**src/rtl/systolic_feed_ctrl.sv**
```systemverilog
// Feed sequencer for a DIM x DIM systolic MAC grid: fetches K operand column/row pairs,
// applies per-lane diagonal skew, and frames the PE clear/start window plus done/overflow status.
module systolic_feed_ctrl #(
  parameter int DATA_WIDTH = 8,
  parameter int DIM        = 4,
  parameter int K_MAX      = 16,
  localparam int KW        = $clog2(K_MAX + 1),
  localparam int AW        = $clog2(K_MAX)
) (
  input  logic                      clk_i,
  input  logic                      rst_n_i,
  input  logic                      start_i,
  input  logic                      abort_i,
  input  logic [KW-1:0]             k_len_i,
  output logic                      rd_en_o,
  output logic [AW-1:0]             a_rd_addr_o,
  output logic [AW-1:0]             b_rd_addr_o,
  input  logic [DIM*DATA_WIDTH-1:0] a_col_i,
  input  logic [DIM*DATA_WIDTH-1:0] b_row_i,
  output logic [DIM*DATA_WIDTH-1:0] pe_a_o,
  output logic [DIM*DATA_WIDTH-1:0] pe_b_o,
  output logic                      pe_start_o,
  output logic                      pe_clr_o,
  input  logic [DIM*DIM-1:0]        pe_ov_i,
  output logic                      busy_o,
  output logic                      done_o,
  output logic                      ov_o
);

  // Cycle counter spans the whole run (cycle 1 = CLEAR) and never wraps.
  localparam int CW = $clog2(K_MAX + 2*DIM + 4);

  typedef enum logic [2:0] {
    ST_IDLE, ST_CLEAR, ST_FETCH, ST_DRAIN, ST_DONE
  } state_t;

  state_t          state_reg, state_next;
  logic [CW-1:0]   cyc_reg, cyc_next;
  logic [KW-1:0]   k_reg;
  logic            ov_reg;
  logic [KW-1:0]   k_sat;
  logic [CW-1:0]   k_ext;
  logic            in_valid;
  logic            start_ok;

  assign k_sat    = (k_len_i > KW'(K_MAX)) ? KW'(K_MAX) : k_len_i;
  assign k_ext    = CW'(k_reg);
  assign start_ok = (state_reg == ST_IDLE) && start_i && !abort_i;

  always_comb begin
    state_next = state_reg;
    cyc_next   = cyc_reg + CW'(1);
    case (state_reg)
      ST_IDLE: begin
        cyc_next = '0;
        if (start_i) begin
          cyc_next   = CW'(1);
          state_next = (k_len_i == '0) ? ST_DONE : ST_CLEAR;
        end
      end
      ST_CLEAR: state_next = ST_FETCH;
      ST_FETCH: if (cyc_reg == k_ext + CW'(1)) state_next = ST_DRAIN;
      ST_DRAIN: if (cyc_reg == k_ext + CW'(2*DIM + 2)) state_next = ST_DONE;
      ST_DONE: begin
        state_next = ST_IDLE;
        cyc_next   = '0;
      end
      default: begin
        state_next = ST_IDLE;
        cyc_next   = '0;
      end
    endcase
    if (abort_i) begin
      state_next = ST_IDLE;
      cyc_next   = '0;
    end
  end

  always_ff @(posedge clk_i or negedge rst_n_i) begin
    if (!rst_n_i) begin
      state_reg <= ST_IDLE;
      cyc_reg   <= '0;
      k_reg     <= '0;
      ov_reg    <= 1'b0;
    end else begin
      state_reg <= state_next;
      cyc_reg   <= cyc_next;
      if (start_ok) begin
        k_reg  <= k_sat;
        ov_reg <= 1'b0;
      end else if (state_reg == ST_DONE && !abort_i) begin
        // A zero-length run never touches the grid, so it reports no overflow.
        ov_reg <= (k_reg != '0) && (|pe_ov_i);
      end
    end
  end

  assign rd_en_o     = (state_reg == ST_FETCH);
  assign a_rd_addr_o = rd_en_o ? AW'(cyc_reg - CW'(2)) : '0;
  assign b_rd_addr_o = a_rd_addr_o;
  assign pe_clr_o    = (state_reg == ST_CLEAR);
  assign pe_start_o  = (state_reg == ST_FETCH || state_reg == ST_DRAIN) && (cyc_reg >= CW'(4));
  assign busy_o      = (state_reg != ST_IDLE);
  assign done_o      = (state_reg == ST_DONE);
  assign ov_o        = ov_reg;

  // Element k returns from the buffers in cycle k+3; anything else entering the skew is zeroed.
  assign in_valid = (state_reg == ST_FETCH || state_reg == ST_DRAIN) &&
                    (cyc_reg >= CW'(3)) && (cyc_reg <= k_ext + CW'(2));

  genvar gi;
  generate
    for (gi = 0; gi < DIM; gi++) begin : g_lane
      logic [DATA_WIDTH-1:0] a_pipe_reg [0:gi];
      logic [DATA_WIDTH-1:0] b_pipe_reg [0:gi];

      always_ff @(posedge clk_i or negedge rst_n_i) begin
        if (!rst_n_i) begin
          for (int s = 0; s <= gi; s++) begin
            a_pipe_reg[s] <= '0;
            b_pipe_reg[s] <= '0;
          end
        end else if (abort_i) begin
          for (int s = 0; s <= gi; s++) begin
            a_pipe_reg[s] <= '0;
            b_pipe_reg[s] <= '0;
          end
        end else begin
          a_pipe_reg[0] <= in_valid ? a_col_i[gi*DATA_WIDTH +: DATA_WIDTH] : '0;
          b_pipe_reg[0] <= in_valid ? b_row_i[gi*DATA_WIDTH +: DATA_WIDTH] : '0;
          for (int s = 1; s <= gi; s++) begin
            a_pipe_reg[s] <= a_pipe_reg[s-1];
            b_pipe_reg[s] <= b_pipe_reg[s-1];
          end
        end
      end

      assign pe_a_o[gi*DATA_WIDTH +: DATA_WIDTH] = a_pipe_reg[gi];
      assign pe_b_o[gi*DATA_WIDTH +: DATA_WIDTH] = b_pipe_reg[gi];
    end
  endgenerate

endmodule

```
**config.mk**
```make
export PLATFORM = sky130hd
export DESIGN_NAME = systolic_feed_ctrl
export DESIGN_NICKNAME = d
export VERILOG_FILES = /design/src/rtl/systolic_feed_ctrl.sv
export SDC_FILE = /design/constraint.sdc
export NUM_CORES = 1
export LEC_CHECK = 0
export CORE_ASPECT_RATIO = 0.8
export CORE_MARGIN = 2
export CORE_UTILIZATION = 40
export DETAILED_ROUTE_END_ITERATION = 12
export GPL_TIMING_DRIVEN = 0
export PLACE_DENSITY = 0.66
export SLEW_MARGIN = 10
export SYNTH_ARGS = -nofsm -noshare
export SYNTH_HDL_FRONTEND = slang
export SYNTH_SLANG_ARGS = --single-unit
```
**constraint.sdc**
```tcl
create_clock -name clk_i -period 3.17 [get_ports clk_i]
set_clock_uncertainty 0.05 [all_clocks]
set_input_delay 0.634 -clock clk_i [delete_from_list [all_inputs] [get_ports clk_i]]
set_output_delay 0.634 -clock clk_i [all_outputs]
set_load 0.005 [all_outputs]
```
==> run_results.csv <==
group,metric,value,unit
power_and_ir_drop,power.leakage,4.479,nW
cts,clkLatencyLatePin,0.42,ns
sta,slew-limit-headroom,55.74,%
critical_path,timing.critical_path.arrival,2.37,ns
synth,postSynthNetCount,639,
critical_path,cp_endpoint_kind,"output pin",
route,wl_per_cell,14.53,um
sta,setup_repair_after_global_routing_missed_its_margin,"true",
cts,htree_levels,4,
cts,cts_tree,"done",
cts,clk_transition_reported_paths,0.07,ns
cts,cts_resized,0,
cts,tritoncts.num_buffers,17,
die,dieArea,18770,um2
global_route,antenna_found_initial,0,
critical_path,crit_path_cell_trace,"nand2b_1 > or2_2 > clkbuf_1 > nor2_1 > buf_4 > clkdlybuf4s50_1",
die,std_cell_rows,43,
synth,ys.warnings.count,0,
cts,post_cts.repair.setup_buffers,0,
cells_and_area,synthToLayoutAreaGrowth,36.11,%
power_and_ir_drop,power.density_cell_area,561.2,nW/um2
critical_path,critical_path.max_stage_delay,0.49,ns
cells_and_area,commonest_cells_after_routing_fill_and_taps_aside,"dfrtp_1, clkdlybuf4s50_1, nor2b_1",
cts,root_buffer,"clkbuf_16",
cells_and_area,mostFrequentLayoutCell,"dfrtp_1",
global_route,grt_first_pass_wirelength,22450,um
power_and_ir_drop,post_route_total_power,5.401,mW
cells_and_area,finish.net_count,824,
synth,synthCells,537,
status,outcome,"completed",
global_route,globalRouteTotalUtil,15.48,%
die,io_pins,167,
synth,synth_area,7072,um2
run,max_cap_viol_count,0,
min_path,min-delay-path-class,"in2async",
placement,place.detailed.hpwl,9854,um
synth,post_synth_edffs,0,
cts,cts_sinks,174,
route,drt-vias-per-instance,4.573,
synth,sequential_area_share_after_synthesis,61.57,%
placement,port_buffers,165,
synth,synth_cell_type_count,39,
critical_path,worstSetupPathType,"reg2out",
route,drt_iter0_drc,117,
placement,final_weighted_congestion_in_routability_driven_placement,0.7368,
critical_path,critical_path_peak_fanout,6,
sta,finalSetupTns,0,ns
sta,final_min_period_over_clock_period,96.36,%
synth,synthesis.area_per_instance,13.17,um2
critical_path,timing.critical_path.slowest_stage_cell,"clkdlybuf4s50_1",
die,die_y,122.9,um
route,detail_route.first_pass.iterations,4,
sta,finalCriticalPeriod,3.055,ns
die,fp.coreArea,17320,um2
sta,worstMarginPinSlew,0.6639,ns
cts,cts_hold_buffers,0,
route,drt_drc_violations_left,0,
global_route,grt_remaining_overflow,0,
critical_path,start_kind,"register",
sta,maxSlewViolCount,0,
cells_and_area,drive_gt1_share,20.68,%
cts,clk_path_buf_depth,2,
sta,final-hold-violation-count,0,
synth,ys_seq_elements,174,
global_route,grt_max_degree,103,
route,vias,4390,
synth,synth_flop_cell,"dfrtp_1",
global_route,grt_pass1_vias,4439,
critical_path,critical_path_required,2.49,ns
power_and_ir_drop,ir_worst_vdd,0.3518,mV
die,die_width,152.7,um
sta,setup_violators_final,0,
die,initial_standard_cell_utilization_of_the_core,40.82,%
sta,peak_clock_frequency_supported_by_timing,0.3274,GHz
synth,synthArstFlopShare,100.0,%
route,routed_wl,13950,um
route,detail_route_antenna_nets,0,
cells_and_area,total_inserted_antenna_cells,0,
## kinds of logic after synthesis
kind of cell | count (synthesis) | share of synthesized area, %
and+or+nand+nor | 212 | 22.97
AOI/OAI and AO/OA | 25 | 2.530
muxes | 1 | 0.1592
adders and majority gates | 13 | 2.300
buffers and inverters | 99 | 8.864
DFF | 174 | 61.57
xor gates and xnor gates | 13 | 1.610
## Yosys cell counts, types with 6 or more instances
| cell type | number | share of area, % |
|---|---|---|
| and4bb_2 | 48 | 8.5 |
| buf_4 | 53 | 5.6 |
| buf_6 | 7 | 1.1 |
| clkbuf_1 | 25 | 1.3 |
| dfrtp_1 | 174 | 62 |
| ha_1 | 13 | 2.3 |
| inv_1 | 11 | 0.58 |
| nand2_1 | 11 | 0.58 |
| nand3_1 | 6 | 0.42 |
| nor2_1 | 13 | 0.69 |
| nor2b_1 | 97 | 8.6 |
| nor4bb_1 | 16 | 2.3 |
| o21ai_0 | 10 | 0.71 |
| xnor2_1 | 6 | 0.74 |
| xor2_1 | 7 | 0.87 |
## path summary, 6_finish.rpt
check | from | end | slack, ns | depth (start not counted)
worst max-delay path | state_reg[2]$_DFFE_PN0P_ | b_rd_addr_o[1] | 0.12 | 6
worst min-delay path | rst_n_i | pe_b_o[27]$_DFF_PN0_ | 0.11 | 1
worst max register to register | k_ext[1]$_DFFE_PN0P_ | g_lane[3].b_pipe_reg[27]$_DFF_PN0_ | 0.68 | 8
worst min register to register | g_lane[3].a_pipe_reg[28]$_DFF_PN0_ | g_lane[3].a_pipe_reg[20]$_DFF_PN0_ | 0.40 | 1
max in group asynchronous | rst_n_i | g_lane[2].a_pipe_reg[23]$_DFF_PN0_ | 2.08 | 2
min in group clk_i | g_lane[3].a_pipe_reg[28]$_DFF_PN0_ | g_lane[3].a_pipe_reg[20]$_DFF_PN0_ | 0.40 | 1
## where the power goes
part | internal (mW) | total [mW] | leakage [nW] | switching [mW]
clock | 1.14 | 2.06 | 0.292 | 0.927
sequential | 2.28 | 2.35 | 2.42 | 0.0669
combinational | 0.517 | 0.991 | 1.76 | 0.473
## per-stage QoR
| stage | hold slack [ns] | worst slack (ns) | instance area (um2) | utilization [%] | instances |
|---|---|---|---|---|---|
| detailed placement | 0.3963 | 0.5655 | 9037 | 52.17 | 928 |
| global route | 0.1495 | -0.01857 | 9625 | 55.56 | 960 |
| global placement | 0.3909 | -5.254 | 9005 | 51.98 | 927 |
| CTS | 0.1290 | 0.08504 | 9625 | 55.56 | 960 |
| finish | 0.1129 | 0.1154 | 9625 | 55.56 | 960 |
| floorplan | 0.2884 | 1.029 | 7072 | - | 537 |
## cell type report
class	instances	area (um2)
Fill cell	1444	7699
Sequential cell	174	4354
Multi-Input combinational cell	264	2091
Timing Repair Buffer	166	1684
Buffer	88	585.6
Clock buffer	18	439.2
Tap cell	225	281.5
Clock inverter	14	148.9
Inverter	11	41.29
## layer usage
layer	track usage [%]	vias up	routed length, um	part of all wire [%]
met2	24.75	111	6653	48
met4	7.060	0	323	2.3
li1	-	2108	-	-
met1	19.92	2148	6260	45
met3	4.346	23	715	5.1
met5	0	-	0	0
## worst max-delay path: cells and delay by family, from the launching register on
kind	cells	cell delay (ns)
flip-flops	1	0.43
buffers and inverters	3	0.79
AND/OR/NAND/NOR	3	0.73
No activity file was read; power rests on OpenSTA's default activity.
